### src/rtl/sram_responder.sv
// Purpose : single-outstanding SRAM-style responder: read and write request channels on the front side, one-beat memory port on the back side.
// Latency : response valid exactly LATENCY cycles after the accepting edge (plus 0..3 random cycles when SRAM_RESP_RAND_DELAY_EN is defined).
// Backpr. : no new request is accepted until the response handshake completes; rvalid/bvalid and their payload are held until rready/bready.
//
// Ports:
//   clk, rst                      clock; asynchronous active-low reset
//   araddr/arvalid/arready        read request
//   rdata/rresp/rvalid/rready     read response (rresp 2'b11 = decode error)
//   awaddr/wdata/wstrb/awvalid/awready  write request, address and data together
//   bresp/bvalid/bready           write response (bresp 2'b11 = decode error)
//   pmem_*                        backing memory: one pmem_rd_en or pmem_wr_en pulse per
//                                 in-range transaction, issued on the final wait cycle.
//                                 pmem_rdata is sampled on the edge ending that cycle.
// Build option: define SRAM_RESP_RAND_DELAY_EN to add the LFSR-driven random extra delay.
module sram_responder #(
    parameter int unsigned LATENCY = 1,
    parameter logic [31:0] BASE    = 32'h8000_0000,
    parameter logic [31:0] SIZE    = 32'h0800_0000
) (
    input  logic        clk,
    input  logic        rst,
    input  logic [31:0] araddr,
    input  logic        arvalid,
    output logic        arready,
    output logic [31:0] rdata,
    output logic [1:0]  rresp,
    output logic        rvalid,
    input  logic        rready,
    input  logic [31:0] awaddr,
    input  logic [31:0] wdata,
    input  logic [3:0]  wstrb,
    input  logic        awvalid,
    output logic        awready,
    output logic [1:0]  bresp,
    output logic        bvalid,
    input  logic        bready,
    output logic        pmem_rd_en,
    output logic        pmem_wr_en,
    output logic [31:0] pmem_addr,
    output logic [31:0] pmem_wdata,
    output logic [7:0]  pmem_wmask,
    input  logic [31:0] pmem_rdata
);

    typedef enum logic [2:0] {
        IDLE    = 3'd0,
        RD_WAIT = 3'd1,
        RD_RESP = 3'd2,
        WR_WAIT = 3'd3,
        WR_RESP = 3'd4
    } state_t;

    localparam logic [4:0] LAT_M1 = 5'(LATENCY - 1);

    state_t      state_q, state_d;
    logic [4:0]  cnt_q, cnt_d;
    logic [4:0]  load_val;
    logic [31:0] addr_q;
    logic [31:0] wdata_q;
    logic [3:0]  wstrb_q;
    logic        rd_accept, wr_accept;
    logic        rd_exit, wr_exit;
    logic        in_range;

    // 33-bit compare so BASE+SIZE reaching 2^32 cannot wrap.
    logic [32:0] addr_ext, base_ext, top_ext;
    assign addr_ext = {1'b0, addr_q};
    assign base_ext = {1'b0, BASE};
    assign top_ext  = {1'b0, BASE} + {1'b0, SIZE};
    assign in_range = (addr_ext >= base_ext) && (addr_ext < top_ext);

`ifdef SRAM_RESP_RAND_DELAY_EN
    // x^4+x^3+1 Fibonacci LFSR; the value before each acceptance sets the extra delay.
    logic [3:0] lfsr_q;
    always_ff @(posedge clk or negedge rst) begin
        if (!rst) begin
            lfsr_q <= 4'b1001;
        end else if (rd_accept || wr_accept) begin
            lfsr_q <= {lfsr_q[2:0], lfsr_q[3] ^ lfsr_q[2]};
        end
    end
    assign load_val = LAT_M1 + {3'b000, lfsr_q[1:0]};
`else
    assign load_val = LAT_M1;
`endif

    // Ready only in IDLE and never while reset is asserted; reads win over writes.
    assign arready = rst && (state_q == IDLE);
    assign awready = rst && (state_q == IDLE) && !arvalid;

    assign rd_exit = (state_q == RD_WAIT) && (cnt_q == 5'd0);
    assign wr_exit = (state_q == WR_WAIT) && (cnt_q == 5'd0);

    always_comb begin
        state_d   = state_q;
        cnt_d     = cnt_q;
        rd_accept = 1'b0;
        wr_accept = 1'b0;
        case (state_q)
            IDLE: begin
                if (arvalid) begin
                    rd_accept = 1'b1;
                    cnt_d     = load_val;
                    state_d   = RD_WAIT;
                end else if (awvalid) begin
                    wr_accept = 1'b1;
                    cnt_d     = load_val;
                    state_d   = WR_WAIT;
                end
            end
            RD_WAIT: begin
                if (cnt_q == 5'd0) state_d = RD_RESP;
                else               cnt_d   = cnt_q - 5'd1;
            end
            RD_RESP: begin
                if (rready) state_d = IDLE;
            end
            WR_WAIT: begin
                if (cnt_q == 5'd0) state_d = WR_RESP;
                else               cnt_d   = cnt_q - 5'd1;
            end
            WR_RESP: begin
                if (bready) state_d = IDLE;
            end
            default: state_d = IDLE;
        endcase
    end

    always_ff @(posedge clk or negedge rst) begin
        if (!rst) begin
            state_q <= IDLE;
            cnt_q   <= 5'd0;
        end else begin
            state_q <= state_d;
            cnt_q   <= cnt_d;
        end
    end

    // Request capture: later changes on the request inputs do not affect the transaction.
    always_ff @(posedge clk or negedge rst) begin
        if (!rst) begin
            addr_q  <= 32'd0;
            wdata_q <= 32'd0;
            wstrb_q <= 4'd0;
        end else if (rd_accept) begin
            addr_q  <= araddr;
        end else if (wr_accept) begin
            addr_q  <= awaddr;
            wdata_q <= wdata;
            wstrb_q <= wstrb;
        end
    end

    // Response registers: payload is only loaded on the wait-exit edge, so it holds in *_RESP.
    always_ff @(posedge clk or negedge rst) begin
        if (!rst) begin
            rvalid <= 1'b0;
            rdata  <= 32'd0;
            rresp  <= 2'b00;
            bvalid <= 1'b0;
            bresp  <= 2'b00;
        end else begin
            if (rd_exit) begin
                rvalid <= 1'b1;
                rdata  <= in_range ? pmem_rdata : 32'd0;
                rresp  <= in_range ? 2'b00 : 2'b11;
            end else if ((state_q == RD_RESP) && rready) begin
                rvalid <= 1'b0;
            end
            if (wr_exit) begin
                bvalid <= 1'b1;
                bresp  <= in_range ? 2'b00 : 2'b11;
            end else if ((state_q == WR_RESP) && bready) begin
                bvalid <= 1'b0;
            end
        end
    end

    // Memory side: a single-cycle strobe on the last wait cycle, suppressed for decode errors.
    assign pmem_rd_en = rd_exit && in_range;
    assign pmem_wr_en = wr_exit && in_range;
    assign pmem_addr  = {addr_q[31:2], 2'b00};
    assign pmem_wdata = wdata_q;
    assign pmem_wmask = {4'b0000, wstrb_q};

endmodule
### config.mk
export PLATFORM = sky130hd
export DESIGN_NAME = sram_responder
export DESIGN_NICKNAME = d
export VERILOG_FILES = /design/src/rtl/sram_responder.sv
export SDC_FILE = /design/constraint.sdc
export NUM_CORES = 1
export LEC_CHECK = 0
export BUFFER_PORTS_ARGS = -buffer_cell sky130_fd_sc_hd__buf_2
export CORE_MARGIN = 3
export CORE_UTILIZATION = 50
export CTS_BUF_LIST = sky130_fd_sc_hd__clkbuf_16
export DETAILED_ROUTE_END_ITERATION = 10
export GPL_TIMING_DRIVEN = 0
export PLACE_DENSITY_LB_ADDON = 0.08
export SETUP_SLACK_MARGIN = 0.3
export SKIP_CTS_REPAIR_TIMING = 1
export SLEW_MARGIN = 20
export SYNTH_ARGS = -nofsm -noshare
export SYNTH_HDL_FRONTEND = slang
export SYNTH_SLANG_ARGS = --single-unit
### constraint.sdc
create_clock -name clk -period 2.9 [get_ports clk]
set_input_delay 0.435 -clock clk [delete_from_list [all_inputs] [get_ports clk]]
set_output_delay 0.435 -clock clk [all_outputs]
set_load 0.05 [all_outputs]
==> impl_results.md <==
* Worst Tran Pin Value at 0.880 ns
* CP endpoint kind: primary output
* Sequential fraction of the synthesis area at 54.0%
* Syn Inst Count at 430
* Core area at 9860 um^2
* Clock skew at 0.0121 ns
* Ys flop type: dfrtp_1
* Critical path class: flip-flop to primary output
* I/O pins at 252
* Avg Cell Area, Syn at 11.9 um^2
* Root buf cell: clkbuf_16
* Fmax at 396 MHz
* Largest net degree at the start of global routing at 59
* Wirelength per Cell at 16.2 um
* Final setup margin at 0.372 ns
* Post-DP HPWL at 10,200 um
* GRT Overall Usage at 23.0%
* GP Congestion at 0.802
* Drt via density at 5.13
* Placed Cells at 810
* Max Cap Violations at 0
* Later-pin clock latency in the skew report at 0.34 ns
* Main combinational cell family by area after synthesis: compound AO/OA/AOI/OAI gates
* Max FO, Critical Path at 10
* Die area at 11,500 um^2
* First drt pass iteration count at 4
* Mapped cell area at 5100 um^2
* Leakage at 3.62 nW
* Max H-tree Level at 3
* Register bit total from synthesis at 110
* Synth warn at 0
* P per Cell Area at 1400 nW/um^2
* Maximum clock path buffer count at 2
* Clock transition at path regs at 0.07 ns
* Netlist cell types at 37
* Worst rel slew slack at 40.5%
* Post-route insts no fill at 833
* XOR/XNOR share of the synthesized area at 0.172%
* Maximum vdd drop at 0.791 mV
* Port bufs at 241
* Area grow syn2layout at 36.0%
* Compound-Gate Fraction of Synth Area at 16.9%
* Rows at 36
* Clock sink count at 110
* Most frequent cells in the layout: buf_2, dfrtp_1, o31ai_1, buf_4, mux2_2
* Layout cell share with drive strength beyond 1 at 51.4%
* Type of the most critical hold path: input pin to asynchronous set/reset pin
* Most common cell after layout, fill and taps aside: buf_2
* Antenna cells at 0
* Adder-cell share of the synthesized area at 0.245%
* Initial core utilization at 51.7%
* Dpl ws at 0.334 ns
* Initial antenna violation count at 0
* Final wirelength at 13,500 um
* Inserted Clock Buffers at 9
* Nets at 836
* TNS Setup at 0 ns
* Final Hold Fails at 0
* Die width at 107 um
* First-pass GRT wire length at 20,800 um
* CTS tree: yes
* Final core utilization at 70.3%
* Crit path launch type: flip-flop
* Tcrit/Tclk final at 87.2%
* GRT overflow at 0
* Fin crit period at 2.53 ns
* CP arrival at 2.09 ns
* Initial detailed-routing violation count at 220
* Vias in the first global route at 4,187
* RSZ-0062 raised after global routing: false
* Final ANT Viol Nets at 0
* # DRC at 0
* Asr flop ratio synth at 100%
* Slew Viols, Final at 0
* Required @ worst endpoint at 2.47 ns
* Post-synthesis simple-gate area fraction at 7.95%
* Number of synthesized flops with an enable pin at 0
* Detailed-route via count at 4,274
* Setup Viol. Count Final at 0
* Mux cell area share after synthesis at 8.78%
* DIE HEIGHT at 107 um
* Status: finished, final reports clean
state kept, by name (all words and copies together), names as in the netlist:
register / cells
pmem_wdata: 32
cnt_q: 5
wstrb_q: 4
rdata: 32
bresp: 1
rvalid: 1
rresp: 1
bvalid: 1
state_q: 3
addr_q: 30
final timing paths:
kind	cells after the start	slack, ns	startpoint	endpoint
max	7	0.37	cnt_q[0]$_DFFE_PN0P_	pmem_wr_en
min	1	0.04	rst	addr_q[17]$_DFFE_PN0P_
max reg2reg	7	0.73	cnt_q[0]$_DFFE_PN0P_	rdata[9]$_DFFE_PN0P_
min reg2reg	1	0.50	pmem_wdata[21]$_DFFE_PN0P_	pmem_wdata[21]$_DFFE_PN0P_
max in group asynchronous	2	2.20	rst	pmem_wdata[10]$_DFFE_PN0P_
min in group clk	2	0.30	bready	bvalid$_DFFE_PN0P_
cells by family after synthesis:
kind of cell	Yosys count
other	1
and+or+nand+nor	61
DFF	110
xor gates and xnor gates	1
muxes	40
AOI/OAI and AO/OA	107
adders and majority gates	1
buffers and inverters	109
worst max-delay path, cell delays in order, from the launching register on:
cell     delay [ns]
dfrtp_1        0.39
inv_2          0.09
ha_4           0.13
or4b_4         0.49
buf_8          0.15
buf_6          0.14
nor4_4         0.16
buf_6          0.20
cells in the mapped netlist, types with 5 or more instances:
cell type  count  area share (%)
inv_1         36             2.6
clkbuf_1      20             1.5
a221o_1       30             5.9
mux2_2        38             8.4
o31ai_1       65             9.6
nand3_1        5            0.49
nor2_1         5            0.37
dfrtp_1      110              54
buf_6          5             1.1
buf_4         42             6.2
and2_1        31             3.8
power by group:
part           total (mW)  internal, mW  switching [mW]
logic                5.84          1.79            4.05
registers            2.72          2.29           0.433
clock network        1.16         0.649           0.515
area by class of cell:
type	instances	area, um^2
Tap cell	133	166
Buffer	73	485
Inverter	36	135
Timing Repair Buffer	251	1320
Fill cell	768	2930
Sequential cell	110	2750
Clock buffer	9	225
Multi-Input combinational cell	216	1810
Clock inverter	5	45.0
per-layer routing:
| metal | track usage, % | routed length (um) |
|---|---|---|
| met1 | 29.9 | 5690 |
| met2 | 38.8 | 6740 |
| met3 | 3.91 | 825 |
| met4 | 8.04 | 239 |
| met5 | 0 | 0 |
metrics by stage:
stage / area [um^2] / total power [mW] / hold slack, ns
3_3_place_gp: 6500 / 8.31 / 0.481
6_report: 6940 / 9.72 / 0.0411
4_1_cts: 6810 / 9.62 / 0.0627
3_5_place_dp: 6540 / 8.44 / 0.426
2_1_floorplan: 5130 / 7.09 / 0.139
5_1_grt: 6940 / 10.2 / 0.0826
No activity file was read; power rests on OpenSTA's default activity.
